## config.mk

```make
export PLATFORM = sky130hd
export DESIGN_NAME = clock_divider_flat
export DESIGN_NICKNAME = d
export VERILOG_FILES = /design/src/rtl/clkdiv_pkg.sv /design/src/rtl/clkdiv_if.sv /design/src/rtl/clkdiv_cfg_shadow.sv /design/src/rtl/clock_divider.sv /design/src/flat_wrapper.sv
export SDC_FILE = /design/constraint.sdc
export NUM_CORES = 1
export LEC_CHECK = 0
export CORE_ASPECT_RATIO = 1.4
export CORE_MARGIN = 5
export CORE_UTILIZATION = 64
export DETAILED_ROUTE_END_ITERATION = 7
export GPL_TIMING_DRIVEN = 0
export PLACE_DENSITY_LB_ADDON = 0.3
export SETUP_SLACK_MARGIN = 0.5
export SLEW_MARGIN = 20
export SYNTH_ARGS = -nofsm -noshare
export SYNTH_HDL_FRONTEND = slang
export SYNTH_SLANG_ARGS = --single-unit
```

## constraint.sdc

```tcl
create_clock -name clk -period 8.9 [get_ports clk]
set_input_delay 2.225 -clock clk [delete_from_list [all_inputs] [get_ports clk]]
set_output_delay 2.225 -clock clk [all_outputs]
set_load 0.01 [all_outputs]
```

## src/rtl/clkdiv_pkg.sv

```systemverilog
// Shared types for the programmable clock divider: FSM states, config record
// and the clamp that keeps every period at least one cycle high and one low.
package clkdiv_pkg;

    localparam int CLKDIV_CNT_W = 16;

    typedef enum logic [1:0] {
        IDLE = 2'd0,
        RUN  = 2'd1,
        STOP = 2'd2
    } clkdiv_state_e;

    typedef struct packed {
        logic [CLKDIV_CNT_W-1:0] div;
        logic [CLKDIV_CNT_W-1:0] high;
    } clkdiv_cfg_t;

    // The high-time limit is taken against the already-clamped divisor.
    function automatic clkdiv_cfg_t clkdiv_clamp(input logic [CLKDIV_CNT_W-1:0] div,
                                                 input logic [CLKDIV_CNT_W-1:0] high);
        clkdiv_cfg_t res;
        res.div  = (div < CLKDIV_CNT_W'(2)) ? CLKDIV_CNT_W'(2) : div;
        res.high = (high == '0) ? CLKDIV_CNT_W'(1) : high;
        if (res.high >= res.div) begin
            res.high = res.div - 1'b1;
        end
        return res;
    endfunction

endpackage

```

## src/rtl/clkdiv_if.sv

```systemverilog
// Config handshake bundle for the clock divider: valid/ready plus the
// requested divisor and high time.
interface clkdiv_if
    import clkdiv_pkg::*;
#(
    parameter int CNT_W = CLKDIV_CNT_W
);
    logic             cfg_valid;
    logic             cfg_ready;
    logic [CNT_W-1:0] cfg_div;
    logic [CNT_W-1:0] cfg_high;

    modport master (output cfg_valid, output cfg_div, output cfg_high, input cfg_ready);
    modport slave  (input cfg_valid, input cfg_div, input cfg_high, output cfg_ready);
endinterface

```

## src/rtl/clkdiv_cfg_shadow.sv

```systemverilog
// Depth-1 pending config slot: clamps on accept and holds the setting until
// the FSM signals a period boundary through apply.
module clkdiv_cfg_shadow
    import clkdiv_pkg::*;
(
    input  logic        clk,
    input  logic        rst_n,
    clkdiv_if.slave     cfg,
    input  logic        apply,
    output logic        pending,
    output clkdiv_cfg_t cfg_pend
);
    logic accept;

    assign accept        = cfg.cfg_valid & cfg.cfg_ready;
    assign cfg.cfg_ready = ~pending;

    // accept and apply are exclusive: apply needs a full slot, accept an empty one.
    always_ff @(posedge clk or negedge rst_n) begin
        if (!rst_n) begin
            pending  <= 1'b0;
            cfg_pend <= '0;
        end else if (accept) begin
            pending  <= 1'b1;
            cfg_pend <= clkdiv_clamp(CLKDIV_CNT_W'(cfg.cfg_div), CLKDIV_CNT_W'(cfg.cfg_high));
        end else if (apply) begin
            pending <= 1'b0;
        end
    end
endmodule

```

## src/rtl/clock_divider.sv

```systemverilog
// Programmable clock divider: FSM, phase counter and registered clk_out/edge strobes.
// Defining CLKDIV_PERIOD_CNT_EN adds a free-running period_cnt output.
module clock_divider
    import clkdiv_pkg::*;
#(
    parameter int CNT_W        = CLKDIV_CNT_W,
    parameter int DEFAULT_DIV  = 4,
    parameter int DEFAULT_HIGH = 2
) (
    input  logic        clk,
    input  logic        rst_n,
    input  logic        en,
    clkdiv_if.slave     cfg,
    output logic        clk_out,
    output logic        rise_tick,
    output logic        fall_tick,
    output logic        busy
`ifdef CLKDIV_PERIOD_CNT_EN
    ,
    output logic [31:0] period_cnt
`endif
);
    localparam clkdiv_cfg_t DEF_CFG =
        clkdiv_clamp(CLKDIV_CNT_W'(DEFAULT_DIV), CLKDIV_CNT_W'(DEFAULT_HIGH));

    clkdiv_state_e    state, state_n;
    logic [CNT_W-1:0] cnt, cnt_n;
    clkdiv_cfg_t      act_cfg, cfg_pend;
    logic             pending, apply, last, clk_out_n;

    clkdiv_cfg_shadow u_shadow (
        .clk      (clk),
        .rst_n    (rst_n),
        .cfg      (cfg),
        .apply    (apply),
        .pending  (pending),
        .cfg_pend (cfg_pend)
    );

    assign last = (cnt == CNT_W'(act_cfg.div - 1'b1));
    assign busy = (state != IDLE);

    always_comb begin
        state_n   = state;
        cnt_n     = cnt;
        clk_out_n = clk_out;
        apply     = 1'b0;
        case (state)
            IDLE: begin
                apply     = pending;
                cnt_n     = '0;
                clk_out_n = en;
                state_n   = en ? RUN : IDLE;
            end
            RUN, STOP: begin
                if (last) begin
                    // Period boundary: the only point where a new setting may land.
                    apply     = pending;
                    cnt_n     = '0;
                    clk_out_n = en;
                    state_n   = en ? RUN : IDLE;
                end else begin
                    cnt_n     = cnt + 1'b1;
                    clk_out_n = (CLKDIV_CNT_W'(cnt_n) < act_cfg.high);
                    state_n   = en ? RUN : STOP;
                end
            end
            default: state_n = IDLE;
        endcase
    end

    always_ff @(posedge clk or negedge rst_n) begin
        if (!rst_n) begin
            state     <= IDLE;
            cnt       <= '0;
            act_cfg   <= DEF_CFG;
            clk_out   <= 1'b0;
            rise_tick <= 1'b0;
            fall_tick <= 1'b0;
        end else begin
            state     <= state_n;
            cnt       <= cnt_n;
            if (apply) begin
                act_cfg <= cfg_pend;
            end
            clk_out   <= clk_out_n;
            rise_tick <= clk_out_n & ~clk_out;
            fall_tick <= ~clk_out_n & clk_out;
        end
    end

`ifdef CLKDIV_PERIOD_CNT_EN
    always_ff @(posedge clk or negedge rst_n) begin
        if (!rst_n) begin
            period_cnt <= '0;
        end else begin
            period_cnt <= period_cnt + {31'd0, rise_tick};
        end
    end
`endif
endmodule

```

## src/flat_wrapper.sv

```systemverilog
// flat-port wrapper written by rule: the top's interface ports become plain ports
module clock_divider_flat import clkdiv_pkg::*;
#(
    parameter int CNT_W        = CLKDIV_CNT_W,
    parameter int DEFAULT_DIV  = 4,
    parameter int DEFAULT_HIGH = 2
)
  (clk, rst_n, en, clk_out, rise_tick, fall_tick, busy, cfg_cfg_valid, cfg_cfg_div, cfg_cfg_high, cfg_cfg_ready);
  clkdiv_if #(.CNT_W(CNT_W)) cfg_i ();
  input  logic clk;
  input  logic rst_n;
  input  logic en;
  output logic clk_out;
  output logic rise_tick;
  output logic fall_tick;
  output logic busy;
  input wire logic [$bits(cfg_i.cfg_valid)-1:0] cfg_cfg_valid;
  input wire logic [$bits(cfg_i.cfg_div)-1:0] cfg_cfg_div;
  input wire logic [$bits(cfg_i.cfg_high)-1:0] cfg_cfg_high;
  output wire logic [$bits(cfg_i.cfg_ready)-1:0] cfg_cfg_ready;
  assign cfg_i.cfg_valid = cfg_cfg_valid;
  assign cfg_i.cfg_div = cfg_cfg_div;
  assign cfg_i.cfg_high = cfg_cfg_high;
  assign cfg_cfg_ready = cfg_i.cfg_ready;
  clock_divider #(.CNT_W(CNT_W), .DEFAULT_DIV(DEFAULT_DIV), .DEFAULT_HIGH(DEFAULT_HIGH)) u_core (.clk(clk), .rst_n(rst_n), .en(en), .cfg(cfg_i), .clk_out(clk_out), .rise_tick(rise_tick), .fall_tick(fall_tick), .busy(busy));
endmodule
```

==> summary.md, run 1 <==
| Metric | Value |
|---|---|
| Share of layout cells above drive strength 1 | `10.8%` |
| Post-synth EDFFs | `0` |
| Combinational Power Share | `43.9%` |
| 1st-iter DRT viols | `202` |
| Cell internal pwr | `0.00110 W` |
| Area delta synth->final | `15.0%` |
| Tcrit/Tclk final | `76.0%` |
| Diode count | `0` |
| Seq pwr share | `37.2%` |
| Syn_nets | `643` |
| Num CTS Buffers | `9` |
| Crit-path max FO | `10` |
| TNS Setup | `0 ns` |
| Yosys top cell by area | `dfrtp_1` |
| Final Instance Area | `0.00626 mm2` |
| Final setup fails | `0` |
| P_sw | `0.000695 W` |
| Die W | `87.9 um` |
| Slowest-stage cell, CP | `nor4_1` |
| CP max stage delay | `0.81 ns` |
| RSZ-0062 raised after global routing | `no` |
| TritonCTS clock tree | `built` |
| Total die area | `0.0105 mm2` |
| WL final | `13.8 mm` |
| Crit path time final | `6.77 ns` |
| Gr usage total | `27.1%` |
| CTS Buffer Depth | `2` |
| Max cap viols | `0` |
| Largest net degree at the start of global routing | `64` |
| Mapped cell area | `0.00544 mm2` |
| Slew Limit Fails | `0` |
| Post-CTS sizing | `0` |
| Final ANT Viol Nets | `0` |
| Die height | `119 um` |
| Global-route wire length before repair | `21.9 mm` |
| Switching Fraction | `38.7%` |
| Placer Congestion | `0.911` |
| Max Freq | `148 MHz` |
| Post-synth ARST share | `100%` |
| Worst ir drop on vdd | `157 uV` |
| H-tree Lvls | `3` |
| Final nets | `695` |
| Synth cell types | `59` |
| WL/cell | `18.9 um` |
| Worst Setup Start Kind | `input pin` |
| Buf+Inv Stages, Crit Path | `3` |
| Clock Skew | `0.00577 ns` |
| Top_reg_cell synth | `dfrtp_1` |
| Worst Hold Launch | `u_core.clk_out` |
| CTS clk-pin slew, worst paths | `0.06 ns` |
| Slew headroom | `38.6%` |
| Via count of the first global-routing pass | `4553` |
| Clk Latency, worst-skew pair | `0.34 ns` |
| Hpwl dp | `10.7 mm` |
| Area post-placement | `0.00599 mm2` |
| FF-to-FF Start | `u_core.cnt[0]` |
| Setup CP Type | `input pin to flip-flop` |
| Yosys top cell area share | `38.6%` |
| Clock power frac | `19.0%` |
| Vias per cell | `6.15` |
| Number of remaining DRC errors | `0` |
| CP startpoint | `cfg_cfg_div[4]` |
| #FFs+latches synth | `86` |
| Crit path DAT | `6.96 ns` |
| Post-CTS Setup Bufs | `0` |
| Top cell by count, worst path | `a21o_1` |
| Hold_buf cts | `0` |
| Root buffer cell | `clkbuf_16` |
| Status | `complete, no violations` |
| Post-synth top cells | `dfrtp_1 (84), nand2_1 (52), o21ai_0 (48)` |
| Via count | `4483` |
| Worst-path cell chain | `clkdlybuf4s50_1 -> nor4_1 -> nand4b_1 -> o21ai_0 -> inv_1 -> ha_1 -> nand2b_1 -> a21o_1 -> a21o_1 -> a21o_1 -> a211oi_1 -> o21ai_1 -> clkbuf_1 -> mux2i_1 -> o21ai_0` |
| CP Data Required Time | `9.09 ns` |
| I/O Buffers | `40` |
| Pre-antenna DRT Iters | `5` |
| Hold Path Class | `flip-flop to flip-flop` |
| Initial Util | `66.0%` |
| Register area share after synthesis | `39.6%` |
| Synth area leaders | `dfrtp_1 (39%), ha_1 (8.3%), mux2_2 (6.6%), xnor2_1 (5.0%), o21ai_0 (4.4%)` |
| Initial antenna violation count | `0` |
| Slew @ Worst Pin | `0.912 ns` |
| Core outline area | `0.00825 mm2` |
| Most frequent cell after synthesis | `dfrtp_1` |
| Cell count after synthesis | `571` |
| Count of yosys warnings during synthesis | `0` |
| Largest delay share family, worst path | `compound AO/OA/AOI/OAI gates` |
| Final hold vios | `0` |
| Row count | `39` |
| IO Pins | `41` |
| Static Leakage | `2.86 nW` |
| P per Cell Area | `287 mW/mm2` |
| Clk sinks | `86` |
| Global route overflow | `0` |
| CP Capture Type | `flip-flop` |
| Syn_area_per_cell | `9.53 um2` |
## sequential cells by signal, summed over array words and instances, names as in the netlist
name	count
u_core.act_cfg	32
u_core.u_shadow.cfg_pend	32
u_core.cnt	16
u_core.state	2
u_core.clk_out	1
u_core.fall_tick	1
u_core.rise_tick	1
u_core.u_shadow.pending	1
## cells by family after synthesis
kind of cell | after synthesis | synth area share (%)
flops | 86 | 39.6
mux | 49 | 9.85
simple gates | 158 | 15.0
compound gates | 110 | 13.3
fa+ha+maj | 37 | 8.47
xor+xnor | 46 | 7.41
buf+inv | 85 | 6.35
## power groups by stage
stage	sequential [W]	combinational, W	clock, W
4_1_cts	0.000665	0.000787	0.000342
5_1_grt	0.000683	0.000870	0.000356
3_3_place_gp	0.000656	0.000735	0
6_report	0.000668	0.000789	0.000341
3_5_place_dp	0.000669	0.000776	0
2_1_floorplan	0.000629	0.000572	0
## through the flow
| step | util, % | hold slack [ns] | setup slack (ns) | power, W | cells |
|---|---|---|---|---|---|
| floorplan | - | 0.443 | 3.42 | 0.00120 | 571 |
| global placement | 72.4 | 0.457 | 1.87 | 0.00139 | 713 |
| detailed placement | 72.7 | 0.466 | 1.82 | 0.00144 | 714 |
| CTS | 75.9 | 0.474 | 2.17 | 0.00179 | 729 |
| global route | 75.9 | 0.505 | 1.90 | 0.00191 | 729 |
| finish | 75.9 | 0.483 | 2.13 | 0.00180 | 729 |
## final timing paths
check,slack (ns),to,depth (start not counted)
max,2.13,u_core.u_shadow.cfg_pend[14],15
min,0.48,u_core.rise_tick,1
max reg2reg,4.75,u_core.rise_tick,14
min reg2reg,0.48,u_core.rise_tick,1
max in group asynchronous,6.47,u_core.act_cfg[1],2
min in group asynchronous,1.78,u_core.fall_tick,1
## worst reg2reg max path, stage by stage (launching register included)
cell and delay [ns]:
dfrtp_1 0.50, ha_1 0.32, nand4_1 0.24, nor2_1 0.31, nand3_1 0.24, or2_2 0.41
xnor2_1 0.15, ha_1 0.21, a2111oi_0 0.38, o21ai_0 0.17, a31o_2 0.27, a221oi_1 0.29
mux2i_1 0.12, o22ai_1 0.24, nor3b_1 0.22
## per-layer routing
| layer | wire, um | track usage [%] |
|---|---|---|
| met3 | 639 | 3.04 |
| met5 | 0 | 0 |
| met4 | 767 | 17.3 |
| met2 | 7260 | 48.7 |
| met1 | 5150 | 29.1 |
## area by class of cell
class	instances	area (um2)
plain buffers	41	180
clock buffers	9	225
clock inverters	6	38.8
fillers	577	1990
inverters	44	165
multi-input cells	400	2940
flip-flops and latches	86	2150
well taps	102	128
repair buffers	41	425
## cell usage in the layout (no fill, tap or decap), drive strengths merged, types with 13 or more instances in the layout
cell type and count:
nand2 52, mux2 36, dfrtp 84, ha 36, clkbuf 43, xor2 15
inv 45, xnor2 31, o21ai 49, mux2i 13, nor2 20, clkdlybuf4s50 39
No activity file was read; power rests on OpenSTA's default activity.
==> inputs of run 2 (changes only) <==
--- a/config.mk
+++ b/config.mk
@@ -7,7 +7,7 @@
 export LEC_CHECK = 0
 export CORE_ASPECT_RATIO = 1.4
 export CORE_MARGIN = 5
-export CORE_UTILIZATION = 64
+export CORE_UTILIZATION = 59
 export DETAILED_ROUTE_END_ITERATION = 7
 export GPL_TIMING_DRIVEN = 0
 export PLACE_DENSITY_LB_ADDON = 0.3
==> constraint.sdc (replaced) <==
create_clock -name clk -period 6.8 [get_ports clk]
set_input_delay 1.7 -clock clk [delete_from_list [all_inputs] [get_ports clk]]
set_output_delay 1.7 -clock clk [all_outputs]
set_load 0.01 [all_outputs]
==> summary.md, run 2 (synthesis gave the netlist of run 1 again) <==
| Metric | Value |
|---|---|
| Die W | `91.1 um` |
| WL final | `13.2 mm` |
| Max Freq | `172 MHz` |
| Slowest-stage cell, CP | `o21ai_1` |
| Slew headroom | `44.6%` |
| Root buffer cell | `clkbuf_16` |
| Worst ir drop on vdd | `256 uV` |
| Clk Latency, worst-skew pair | `0.34 ns` |
| Initial Util | `60.2%` |
| CTS clk-pin slew, worst paths | `0.06 ns` |
| Most common cell after layout, fill and taps aside | `dfrtp_1` |
| RSZ-0062 raised after global routing | `no` |
| IO Pins | `41` |
| CP Capture Type | `flip-flop` |
| TritonCTS clock tree | `built` |
| Placer Congestion | `0.911` |
| CTS Buffer Depth | `2` |
| TNS Setup | `0 ns` |
| Slew @ Worst Pin | `0.825 ns` |
| Via count of the first global-routing pass | `4461` |
| H-tree Lvls | `3` |
| Pre-antenna DRT Iters | `4` |
| Crit path time final | `5.83 ns` |
| Worst Setup Start Kind | `input pin` |
| Initial antenna violation count | `0` |
| Hpwl dp | `10.4 mm` |
| Area delta synth->final | `16.1%` |
| Top cell by count, worst path | `a21o_1` |
| Most frequent cells in the layout | `dfrtp_1 (84), nand2_1 (52), o21ai_0 (48)` |
| I/O Buffers | `40` |
| Post-CTS Setup Bufs | `0` |
| WL/cell | `18.0 um` |
| Hold Path Class | `flip-flop to flip-flop` |
| Clock Skew | `0.00668 ns` |
| Vias per cell | `5.86` |
| Setup CP Type | `input pin to flip-flop` |
| Via count | `4305` |
| Final nets | `695` |
| Static Leakage | `2.87 nW` |
| Hold slack | `0.482 ns` |
| Core outline area | `0.00903 mm2` |
| Tcrit/Tclk final | `85.7%` |
| Final hold vios | `0` |
| Share of layout cells above drive strength 1 | `11.0%` |
| Crit path DAT | `6.02 ns` |
| Num CTS Buffers | `9` |
| Crit-path max FO | `10` |
| Global route overflow | `0` |
| Biggest regs | `u_core.act_cfg x32, u_core.u_shadow.cfg_pend x32, u_core.cnt x16` |
| 1st-iter DRT viols | `173` |
| CP max stage delay | `0.66 ns` |
| Number of remaining DRC errors | `0` |
| Global-route wire length before repair | `22.2 mm` |
| Final Instance Area | `0.00631 mm2` |
| Row count | `41` |
| Status | `complete, no violations` |
| Final setup fails | `0` |
| P per Cell Area | `378 mW/mm2` |
| Final ANT Viol Nets | `0` |
| Gr usage total | `24.9%` |
| Hold_buf cts | `0` |
| Clk sinks | `86` |
| Largest net degree at the start of global routing | `65` |
| CP Data Required Time | `7.00 ns` |
| Die height | `124 um` |
| Max cap viols | `0` |
| Area post-placement | `0.00600 mm2` |
| Worst-path cell chain | `clkdlybuf4s50_1 -> nor4_2 -> nand4b_1 -> o21ai_0 -> inv_1 -> ha_1 -> nand2b_1 -> a21o_1 -> a21o_1 -> a21o_1 -> a211oi_1 -> o21ai_1 -> clkbuf_1 -> mux2i_1 -> o21ai_0` |
| Diode count | `0` |
| Total die area | `0.0113 mm2` |
| Slew Limit Fails | `0` |
[run 2: critical path: cells and delay by family]
kind | cells | cell delay, ns
mux | 1 | 0.32
compound gates | 7 | 1.58
fa+ha+maj | 1 | 0.29
buf+inv | 3 | 1.18
simple gates | 3 | 0.95
[run 2: timing repair]
action / 4_1_cts / 5_1_grt
endpoints found under the hold margin: 0 / 0
resized for setup: 0 / 1
endpoints found under the setup margin: 0 / 9
[run 2: layout make-up]
class / count / area, um2
Buffer: 41 / 180
Clock buffer: 12 / 256
Clock inverter: 4 / 53.8
Fill cell: 692 / 2710
Inverter: 44 / 165
Multi-Input combinational cell: 400 / 2950
Sequential cell: 86 / 2150
Tap cell: 107 / 134
Timing Repair Buffer: 41 / 425
[run 2: per-stage QoR]
step | util [%] | cells | power [W] | setup slack [ns]
global placement | 66.2 | 718 | 0.00182 | 0.522
finish | 69.9 | 735 | 0.00238 | 0.973
floorplan | - | 571 | 0.00157 | 1.84
global route | 69.9 | 735 | 0.00255 | 0.654
detailed placement | 66.4 | 719 | 0.00187 | 0.400
CTS | 69.9 | 735 | 0.00239 | 0.704
[run 2: final timing paths]
path / startpoint / cells after the start / slack [ns] / end
worst min register to register: u_core.u_shadow.cfg_pend[31] / 2 / 0.48 / u_core.u_shadow.cfg_pend[31]
min in group asynchronous: rst_n / 1 / 1.26 / u_core.act_cfg[8]
max in group asynchronous: rst_n / 2 / 4.89 / u_core.act_cfg[18]
worst max register to register: u_core.cnt[0] / 14 / 2.53 / u_core.rise_tick
worst max-delay path: cfg_cfg_div[4] / 15 / 0.97 / u_core.u_shadow.cfg_pend[12]
worst min-delay path: u_core.u_shadow.cfg_pend[31] / 2 / 0.48 / u_core.u_shadow.cfg_pend[31]
[run 2: metal layers]
metal | vias up | global-route usage (%) | wire (um)
li1 | 2111 | - | -
met4 | 0 | 13.0 | 554
met5 | - | 0 | 0
met1 | 2021 | 27.6 | 5240
met3 | 41 | 4.47 | 488
met2 | 132 | 45.5 | 6940
[run 2: where the power goes]
group / leakage (nW) / total (W) / switching [W] / internal, W
sequential: 1.09 / 0.000864 / 0.000142 / 0.000722
clock: 0.145 / 0.000505 / 0.000199 / 0.000306
combinational: 1.64 / 0.00101 / 0.000538 / 0.000476
total: 2.87 / 0.00238 / 0.000880 / 0.00150
